[src/rtl/cfg_regs_pkg.sv]
// Shared register map, CTRL/STATUS bit positions and default identity for cfg_regs.
package cfg_regs_pkg;

  localparam int REG_CTRL   = 0;
  localparam int REG_STATUS = 1;
  localparam int REG_ADDR   = 2;
  localparam int REG_LEN    = 3;
  localparam int REG_CYCLES = 4;
  localparam int REG_ID     = 5;

  localparam int CTRL_EN_BIT     = 0;
  localparam int CTRL_START_BIT  = 1;
  localparam int CTRL_IRQ_EN_BIT = 2;

  localparam int STAT_BUSY_BIT = 0;
  localparam int STAT_DONE_BIT = 1;
  localparam int STAT_ERR_BIT  = 2;

  localparam logic [31:0] CORE_ID_DEFAULT = 32'h0C0F_0001;

endpackage

[src/rtl/cfg_regs.sv]
// Control/status register file for a single engine: writes land on the strobe edge,
// reads return one cycle after cfg_rd_en; no backpressure, strobes are always accepted.
module cfg_regs
  import cfg_regs_pkg::*;
#(
  parameter int                   AXI_WIDTH  = 32,
  parameter int                   CFG_AWIDTH = 5,
  parameter logic [AXI_WIDTH-1:0] CORE_ID    = AXI_WIDTH'(CORE_ID_DEFAULT)
) (
  input  logic                  clk,
  input  logic                  rst,
  input  logic [AXI_WIDTH-1:0]  cfg_wr_data,
  input  logic [CFG_AWIDTH-1:0] cfg_wr_addr,
  input  logic                  cfg_wr_en,
  input  logic [CFG_AWIDTH-1:0] cfg_rd_addr,
  input  logic                  cfg_rd_en,
  output logic [AXI_WIDTH-1:0]  cfg_rd_data,
  output logic                  ctrl_enable,
  output logic                  ctrl_start,
  output logic [AXI_WIDTH-1:0]  ctrl_addr,
  output logic [AXI_WIDTH-1:0]  ctrl_len,
  input  logic                  stat_busy,
  input  logic                  stat_done,
  output logic                  irq
);

  logic                 enable_q, enable_d;
  logic                 irq_en_q, irq_en_d;
  logic                 done_q, done_d;
  logic                 err_q, err_d;
  logic                 start_q, start_d;
  logic                 irq_q, irq_d;
  logic [AXI_WIDTH-1:0] addr_q, addr_d;
  logic [AXI_WIDTH-1:0] len_q, len_d;
  logic [AXI_WIDTH-1:0] cycles_q, cycles_d;
  logic [AXI_WIDTH-1:0] rd_data_q, rd_data_d;
  logic [AXI_WIDTH-1:0] rd_val;
  logic                 wr_ctrl, wr_status, err_set;

  assign wr_ctrl   = cfg_wr_en && (cfg_wr_addr == CFG_AWIDTH'(REG_CTRL));
  assign wr_status = cfg_wr_en && (cfg_wr_addr == CFG_AWIDTH'(REG_STATUS));

  always_comb begin
    enable_d = enable_q;
    irq_en_d = irq_en_q;
    addr_d   = addr_q;
    len_d    = len_q;
    start_d  = 1'b0;
    err_set  = 1'b0;
    if (wr_ctrl) begin
      enable_d = cfg_wr_data[CTRL_EN_BIT];
      irq_en_d = cfg_wr_data[CTRL_IRQ_EN_BIT];
      // A start request is only honoured against the newly written enable and an idle engine.
      if (cfg_wr_data[CTRL_START_BIT]) begin
        if (cfg_wr_data[CTRL_EN_BIT] && !stat_busy) start_d = 1'b1;
        else                                         err_set = 1'b1;
      end
    end
    if (cfg_wr_en && (cfg_wr_addr == CFG_AWIDTH'(REG_ADDR))) addr_d = cfg_wr_data;
    if (cfg_wr_en && (cfg_wr_addr == CFG_AWIDTH'(REG_LEN)))  len_d  = cfg_wr_data;

    // Set terms are OR-ed after the clear so a coincident event wins over W1C.
    done_d = (done_q & ~(wr_status & cfg_wr_data[STAT_DONE_BIT])) | stat_done;
    err_d  = (err_q  & ~(wr_status & cfg_wr_data[STAT_ERR_BIT]))  | err_set;

    cycles_d = cycles_q;
    if (start_d)                                 cycles_d = '0;
    else if (stat_busy && (cycles_q != '1))      cycles_d = cycles_q + 1'b1;

    irq_d = irq_en_q & (done_q | err_q);
  end

  // Read mux sees only current register state, so a same-cycle write is not visible.
  always_comb begin
    rd_val = '0;
    case (cfg_rd_addr)
      CFG_AWIDTH'(REG_CTRL): begin
        rd_val[CTRL_EN_BIT]     = enable_q;
        rd_val[CTRL_IRQ_EN_BIT] = irq_en_q;
      end
      CFG_AWIDTH'(REG_STATUS): begin
        rd_val[STAT_BUSY_BIT] = stat_busy;
        rd_val[STAT_DONE_BIT] = done_q;
        rd_val[STAT_ERR_BIT]  = err_q;
      end
      CFG_AWIDTH'(REG_ADDR):   rd_val = addr_q;
      CFG_AWIDTH'(REG_LEN):    rd_val = len_q;
      CFG_AWIDTH'(REG_CYCLES): rd_val = cycles_q;
      CFG_AWIDTH'(REG_ID):     rd_val = CORE_ID;
      default:                 rd_val = '0;
    endcase
    rd_data_d = cfg_rd_en ? rd_val : rd_data_q;
  end

  always_ff @(posedge clk or posedge rst) begin
    if (rst) begin
      enable_q  <= 1'b0;
      irq_en_q  <= 1'b0;
      done_q    <= 1'b0;
      err_q     <= 1'b0;
      start_q   <= 1'b0;
      irq_q     <= 1'b0;
      addr_q    <= '0;
      len_q     <= '0;
      cycles_q  <= '0;
      rd_data_q <= '0;
    end else begin
      enable_q  <= enable_d;
      irq_en_q  <= irq_en_d;
      done_q    <= done_d;
      err_q     <= err_d;
      start_q   <= start_d;
      irq_q     <= irq_d;
      addr_q    <= addr_d;
      len_q     <= len_d;
      cycles_q  <= cycles_d;
      rd_data_q <= rd_data_d;
    end
  end

  assign cfg_rd_data = rd_data_q;
  assign ctrl_enable = enable_q;
  assign ctrl_start  = start_q;
  assign ctrl_addr   = addr_q;
  assign ctrl_len    = len_q;
  assign irq         = irq_q;

endmodule

[config.mk]
export PLATFORM = sky130hd
export DESIGN_NAME = cfg_regs
export DESIGN_NICKNAME = d
export VERILOG_FILES = /design/src/rtl/cfg_regs_pkg.sv /design/src/rtl/cfg_regs.sv
export SDC_FILE = /design/constraint.sdc
export NUM_CORES = 1
export LEC_CHECK = 0
export BUFFER_PORTS_ARGS = -buffer_cell sky130_fd_sc_hd__buf_4
export CORE_UTILIZATION = 40
export CTS_BUF_LIST = sky130_fd_sc_hd__clkbuf_8
export CTS_CLUSTER_DIAMETER = 60
export CTS_CLUSTER_SIZE = 30
export DETAILED_ROUTE_END_ITERATION = 10
export GPL_TIMING_DRIVEN = 1
export PLACE_DENSITY = 0.73
export SYNTH_ARGS = -nofsm -noshare
export SYNTH_HDL_FRONTEND = slang
export SYNTH_SLANG_ARGS = --single-unit
[constraint.sdc]
create_clock -name clk -period 5.6 [get_ports clk]
set_input_delay 0.84 -clock clk [delete_from_list [all_inputs] [get_ports clk]]
set_output_delay 0.84 -clock clk [all_outputs]
set_load 0.05 [all_outputs]
==> metrics.yaml, run 1 <==
status: "finished, violations left"
violations: "DRC"
syn-num-nets: 589
final_cell_area_sq_um: 7820
crit_top_cell: "nand2_1"
rsz0062_at_grt: "no"
grt_antenna_before_repair: 0
switchingPower_uw: 968
rows: 44
ys_async_sr_fraction_pct: 100
postRouteAntennaNets: 0
portBuffers: 146
setup_viol: 0
ir_drop_mv: 0.233
drt-total-wl_um: 15700
worst_slew_pin_slew_ns: 0.971
drv_cap: 0
pre_cts_ws_ns: 2.40
p_sw_share_pct: 33.7
grt_max_degree: 76
final.setup_skew_ns: 0.00838
layout.nets: 727
power_density_nw_per_um2: 368
ctsResizeCount: 0
power_mw: 2.87
synth_compound_area_share_pct: 13.1
yosys.area_share.simple_pct: 12.4
postCtsHoldBufs: 0
cts_max_level: 4
clock_sinks: 134
ys_types: 54
critPathMaxStageDelay_ns: 0.70
holdCritPathClass: "in -> async"
grtUsageTotal_pct: 21.0
synth_top_family_by_area: "compound AO/OA/AOI/OAI gates"
netlist_area_sq_um: 6090
coreArea_sq_um: 14700
setup_slack_ns: 2.66
syn2layout_area_growth_pct: 28.2
crit_buf_inv: 0
clockBufferDepth: 2
synthCells: 540
whs_ns: 0.493
pwr-share-comb_pct: 25.1
worstSetupPathType: "reg -> reg"
p_leak_nw: 3.66
cts_tree: "built"
overflow: 0
cp-end-kind: "register"
numCtsBuffers: 17
slew_headroom_pct: 35.2
critPathMaxFanout: 15
drv_slew: 0
path_cells: "ha_1 > nand3_1 > nor2_1 > nand4_1 > nand2_1 > nand2_1 > a31oi_1"
post-route-min-period_ns: 2.94
critPathLaunchType: "register"
finalSetupTns_ns: 0
vias: 4949
p_clk_share_pct: 33.4
synthFlopType: "dfrtp_1"
synth_largest_area_cell: "dfrtp_1"
cpLargestDelayFamily: "simple AND/OR/NAND/NOR gates"
synth_fa_ha_area_share_pct: 0.205
drt_iter0_markers: 492
ys_ff_latch: 134
diodes: 0
start_util_pct: 41.5
drive_above_1_share_pct: 37.2
yosys_warnings: 0
wl_per_cell_um: 18.0
cp.required_ns: 5.97
clkTransAtPathRegs_ns: 0.08
root_buffer: "clkbuf_8"
final_util_pct: 53.2
clk_latency_ns: 0.45
power.internal_mw: 1.90
post_cts_buffers: 0
yosys.area.top_type_share_pct: 55.0
fmax_mhz: 341
die_w_um: 125
dieHeight_um: 125
layout.cells.non_filler: 874
crit_slowest_cell: "nand2_1"
power.share.sequential_pct: 41.4
placed_cell_area_sq_um: 7340
synthMuxAreaShare_pct: 13.0
synth_area_leaders: "dfrtp_1 55%, mux2_2 12%, a222oi_1 3.9%"
grt_pass1_wl_um: 25900
firstDrtPassIters: 9
synth_xor_area_share_pct: 1.72
critPathArrivalTime_ns: 3.31
gp_congestion: 0.850
grt_pass1_vias: 5035
finalHoldViolCount: 0
post-route-period-util_pct: 52.4
place_inst: 843
yosysSeqAreaShare_pct: 55.0
dieArea_sq_um: 15700
ios: 147
synth.avg_cell_area_sq_um: 11.3
route.detailed.drc: 10
synth_edf_count: 0
routed_via_density: 5.66
dp.final_hpwl_um: 10700
layer usage:
metal	vias up	wire length, um	GRT usage, %
met5	-	0	0
met4	0	192	8.03
met3	15	1100	5.05
met2	212	7410	33.2
met1	2446	7030	27.9
li1	2276	-	-
kinds of logic after synthesis:
family          Yosys count
compound gates          110
xor+xnor                 12
fa+ha+maj                 1
buf+inv                  69
flops                   134
mux                      71
simple gates            143
final timing paths:
kind                            slack (ns)         from       endpoint  cells after the start
worst max-delay path                  2.66  cycles_q[0]    cycles_q[6]                      7
worst min-delay path                  0.49          rst  ctrl_addr[30]                      2
worst max register to register        2.66  cycles_q[0]    cycles_q[6]                      7
worst min register to register        0.53     irq_en_q            irq                      1
max in group asynchronous             3.87          rst  ctrl_addr[17]                      3
min in group clk                      0.53     irq_en_q            irq                      1
power groups by stage:
stage	combinational [mW]	clock, mW	sequential [mW]
floorplan	0.161	0	1.52
global placement	0.717	0	1.20
detailed placement	0.726	0	1.21
CTS	0.728	0.981	1.19
global route	0.756	1.02	1.21
finish	0.722	0.961	1.19
final cells by class:
cell class / instances / area (sq um)
Fill cell: 1292 / 6880
Sequential cell: 134 / 3350
Multi-Input combinational cell: 337 / 2470
Timing Repair Buffer: 152 / 1140
Clock buffer: 18 / 248
Tap cell: 184 / 230
Clock inverter: 13 / 229
Inverter: 36 / 145
cells in the mapped netlist, drive strengths merged (2+ instances only):
library cell / number
a21o: 5
a21oi: 9
a222oi: 24
a22oi: 7
a31oi: 6
and2: 7
and3: 17
and4: 2
buf: 4
clkbuf: 29
dfrtp: 134
inv: 35
mux2: 65
mux2i: 6
nand2: 36
nand2b: 4
nand3: 16
nand3b: 2
nand4: 15
nor2: 23
nor3: 3
nor4: 3
nor4b: 2
o21ai: 16
o21bai: 2
o22ai: 29
o31ai: 2
or2: 3
or3: 4
xor2: 11
state kept, by name, indices dropped and copies added (netlist names):
register,count
cfg_rd_data,32
ctrl_addr,32
ctrl_enable,1
ctrl_len,32
ctrl_start,1
cycles_q,32
done_q,1
err_q,1
irq,1
irq_en_q,1
cell usage in the layout (no fill, tap or decap), types with 17 or more instances in the layout:
master / n
inv_1: 34
and3_1: 17
nor2_1: 23
clkbuf_8: 18
nand2_1: 36
o22ai_1: 29
a222oi_1: 24
mux2_2: 65
buf_4: 152
dfrtp_1: 134
No activity file was read; power rests on OpenSTA's default activity.
==> run 2, diff against run 1 <==
--- a/config.mk
+++ b/config.mk
@@ -12,7 +12,7 @@
 export CTS_CLUSTER_SIZE = 30
 export DETAILED_ROUTE_END_ITERATION = 10
 export GPL_TIMING_DRIVEN = 1
-export PLACE_DENSITY = 0.73
+export PLACE_DENSITY = 0.75
 export SYNTH_ARGS = -nofsm -noshare
 export SYNTH_HDL_FRONTEND = slang
 export SYNTH_SLANG_ARGS = --single-unit
==> constraint.sdc (replaced) <==
create_clock -name clk -period 2.5 [get_ports clk]
set_input_delay 0.375 -clock clk [delete_from_list [all_inputs] [get_ports clk]]
set_output_delay 0.375 -clock clk [all_outputs]
set_load 0.05 [all_outputs]
==> metrics.yaml, run 2 (synthesis gave the netlist of run 1 again) <==
ir_drop_mv: 0.535  # +130%
rows: 44  # unchanged
dp.final_hpwl_um: 10700  # -0.59%
cts_max_level: 4  # unchanged
layout.nets: 739  # +1.7%
power.internal_mw: 4.18  # +120%
diodes: 0  # unchanged
ios: 147  # unchanged
cpLargestDelayFamily: "compound AO/OA/AOI/OAI gates"
critPathLaunchType: "register"
grt_busiest_layer: "met2"
p_leak_nw: 3.72  # +1.7%
vias: 5070  # +2.4%
crit_top_cell: "nand4_1"
violations: "DRC"
use_met2_pct: 33.4  # +0.20 points
pre_cts_ws_ns: 0.0202  # -2.38 ns
switchingPower_mw: 2.13  # +120%
crit_slowest_cell: "a21oi_2"
coreArea_sq_um: 14700  # unchanged
finalSetupTns_ns: 0  # unchanged
cts_tree: "built"
grt_pass1_vias: 5084  # +0.97%
grt_util_met1_pct: 28.3  # +0.45 points
route.detailed.drc: 10  # unchanged
syn2layout_area_growth_pct: 29.9
drv_cap: 0  # unchanged
grt_max_degree: 135  # +78%
final.setup_skew_ns: 0.0148  # +0.00638 ns
crit_buf_inv: 0  # unchanged
ctsResizeCount: 0  # unchanged
post-route-period-util_pct: 92.1  # +40 points
drv_slew: 0  # unchanged
setup_viol: 0  # unchanged
grtUsageTotal_pct: 21.2  # +0.18 points
firstDrtPassIters: 10  # +1
power_mw: 6.31  # +120%
p_sw_share_pct: 33.8  # +0.13 points
use_met3_pct: 5.39  # +0.34 points
timing.rr.start: "cycles_q[20]"
cp.required_ns: 2.87  # -3.10 ns
critPathMaxStageDelay_ns: 0.57  # -0.13 ns
routed_via_density: 5.72  # +0.94%
gp_congestion: 0.855  # +0.58%
power.share.sequential_pct: 42.2  # +0.8 points
postRouteAntennaNets: 0  # unchanged
root_buffer: "clkbuf_8"
fmax_mhz: 434  # +27%
slew_headroom_pct: 50.9  # +16 points
worst_slew_pin_slew_ns: 0.737  # -0.234 ns
cp-end-kind: "register"
worstSetupPathType: "reg -> reg"
post-route-min-period_ns: 2.30  # -0.633 ns
dieHeight_um: 125  # unchanged
final_cell_mix: "161 x buf_4, 134 x dfrtp_1, 65 x mux2_2, 36 x inv_1, 36 x nand2_1"
critPathArrivalTime_ns: 2.67  # -0.64 ns
drive_above_1_share_pct: 38.1  # +0.88 points
postCtsHoldBufs: 0  # unchanged
r2r-end: "cycles_q[31]"
rsz0062_at_grt: "no"
drt_iter0_markers: 458  # -6.9%
grt_antenna_before_repair: 0  # unchanged
final_common_cell: "buf_4"
die_w_um: 125  # unchanged
power_density_nw_per_um2: 797  # +120%
holdCritPathClass: "in -> async"
pwr-share-comb_pct: 25.8  # +0.7 points
post_cts_buffers: 0  # unchanged
setup_slack_ns: 0.197  # -2.47 ns
whs_ns: 0.133  # -0.360 ns
layout.cells.non_filler: 887  # +1.5%
rrSetupSlack_ns: 0.20  # -2.47 ns
path_cells: "nand4_1 > nor4_1 > nand4_1 > a21oi_2 > o21bai_1 > a21o_1"
portBuffers: 146  # unchanged
status: "finished, violations left"
wl_per_cell_um: 18.3  # +1.4%
finalHoldViolCount: 0  # unchanged
critPathMaxFanout: 13  # -2
numCtsBuffers: 17  # unchanged
drt-total-wl_um: 16200  # +2.9%
start_util_pct: 41.5  # unchanged
reg2reg_depth: 6  # -1
final_cell_area_sq_um: 7920  # +1.3%
clockBufferDepth: 2  # unchanged
dieArea_sq_um: 15700  # unchanged
grt_pass1_wl_um: 26200  # +0.88%
placed_cell_area_sq_um: 7460  # +1.7%
clock_sinks: 134  # unchanged
p_clk_share_pct: 32.0  # -1.4 points
clkTransAtPathRegs_ns: 0.08  # about the same
place_inst: 855  # +1.4%
final_util_pct: 53.9  # +0.70 points
overflow: 0  # unchanged
clk_latency_ns: 0.44  # about the same
## run 2: changes by cell type in the layout (fill, tap and decap cells not counted), sizes merged
cell / before / now
inv: 35 / 36
clkinv: 7 / 4
clkbuf: 18 / 22
clkinvlp: 1 / 2
bufinv: 6 / 4
buf: 152 / 164
## run 2: tightest hold or removal path, delay by kind of cell
kind	cells	cell delay [ns]
buffers and inverters	3	0.68
## run 2: power by group through the flow
stage | Combinational (mW) | Sequential [mW] | Clock [mW]
6_report | 1.63 | 2.66 | 2.02
5_1_grt | 1.70 | 2.70 | 2.17
4_1_cts | 1.64 | 2.66 | 2.07
3_5_place_dp | 1.63 | 2.70 | 0
3_3_place_gp | 1.61 | 2.69 | 0
2_1_floorplan | 0.361 | 3.40 | 0
## run 2: metal layers
metal | vias up | wire length [um]
li1 | 2302 | -
met1 | 2548 | 7240
met2 | 204 | 7700
met3 | 16 | 1070
met4 | 0 | 182
met5 | - | 0
## run 2: layout make-up
type | instances | area (sq um)
Inverter | 36 | 144
Timing Repair Buffer | 164 | 1270
Tap cell | 184 | 230
Multi-Input combinational cell | 337 | 2470
Clock inverter | 10 | 150
Fill cell | 1272 | 6780
Clock buffer | 22 | 303
Sequential cell | 134 | 3350
## run 2: worst max path at each step
| stage | from | to | slack, ns | cells past startpoint |
|---|---|---|---|---|
| after detailed placement | cfg_wr_addr[3] | cycles_q[21] | 0.02 | 8 |
| after global routing | cycles_q[20] | cycles_q[23] | 0.06 | 6 |
| after global placement | cfg_wr_addr[3] | cycles_q[21] | 0.03 | 8 |
| after CTS | cycles_q[20] | cycles_q[21] | 0.23 | 6 |
| after floorplan | cfg_wr_addr[3] | cycles_q[29] | 0.11 | 9 |
| final | cycles_q[20] | cycles_q[31] | 0.20 | 6 |
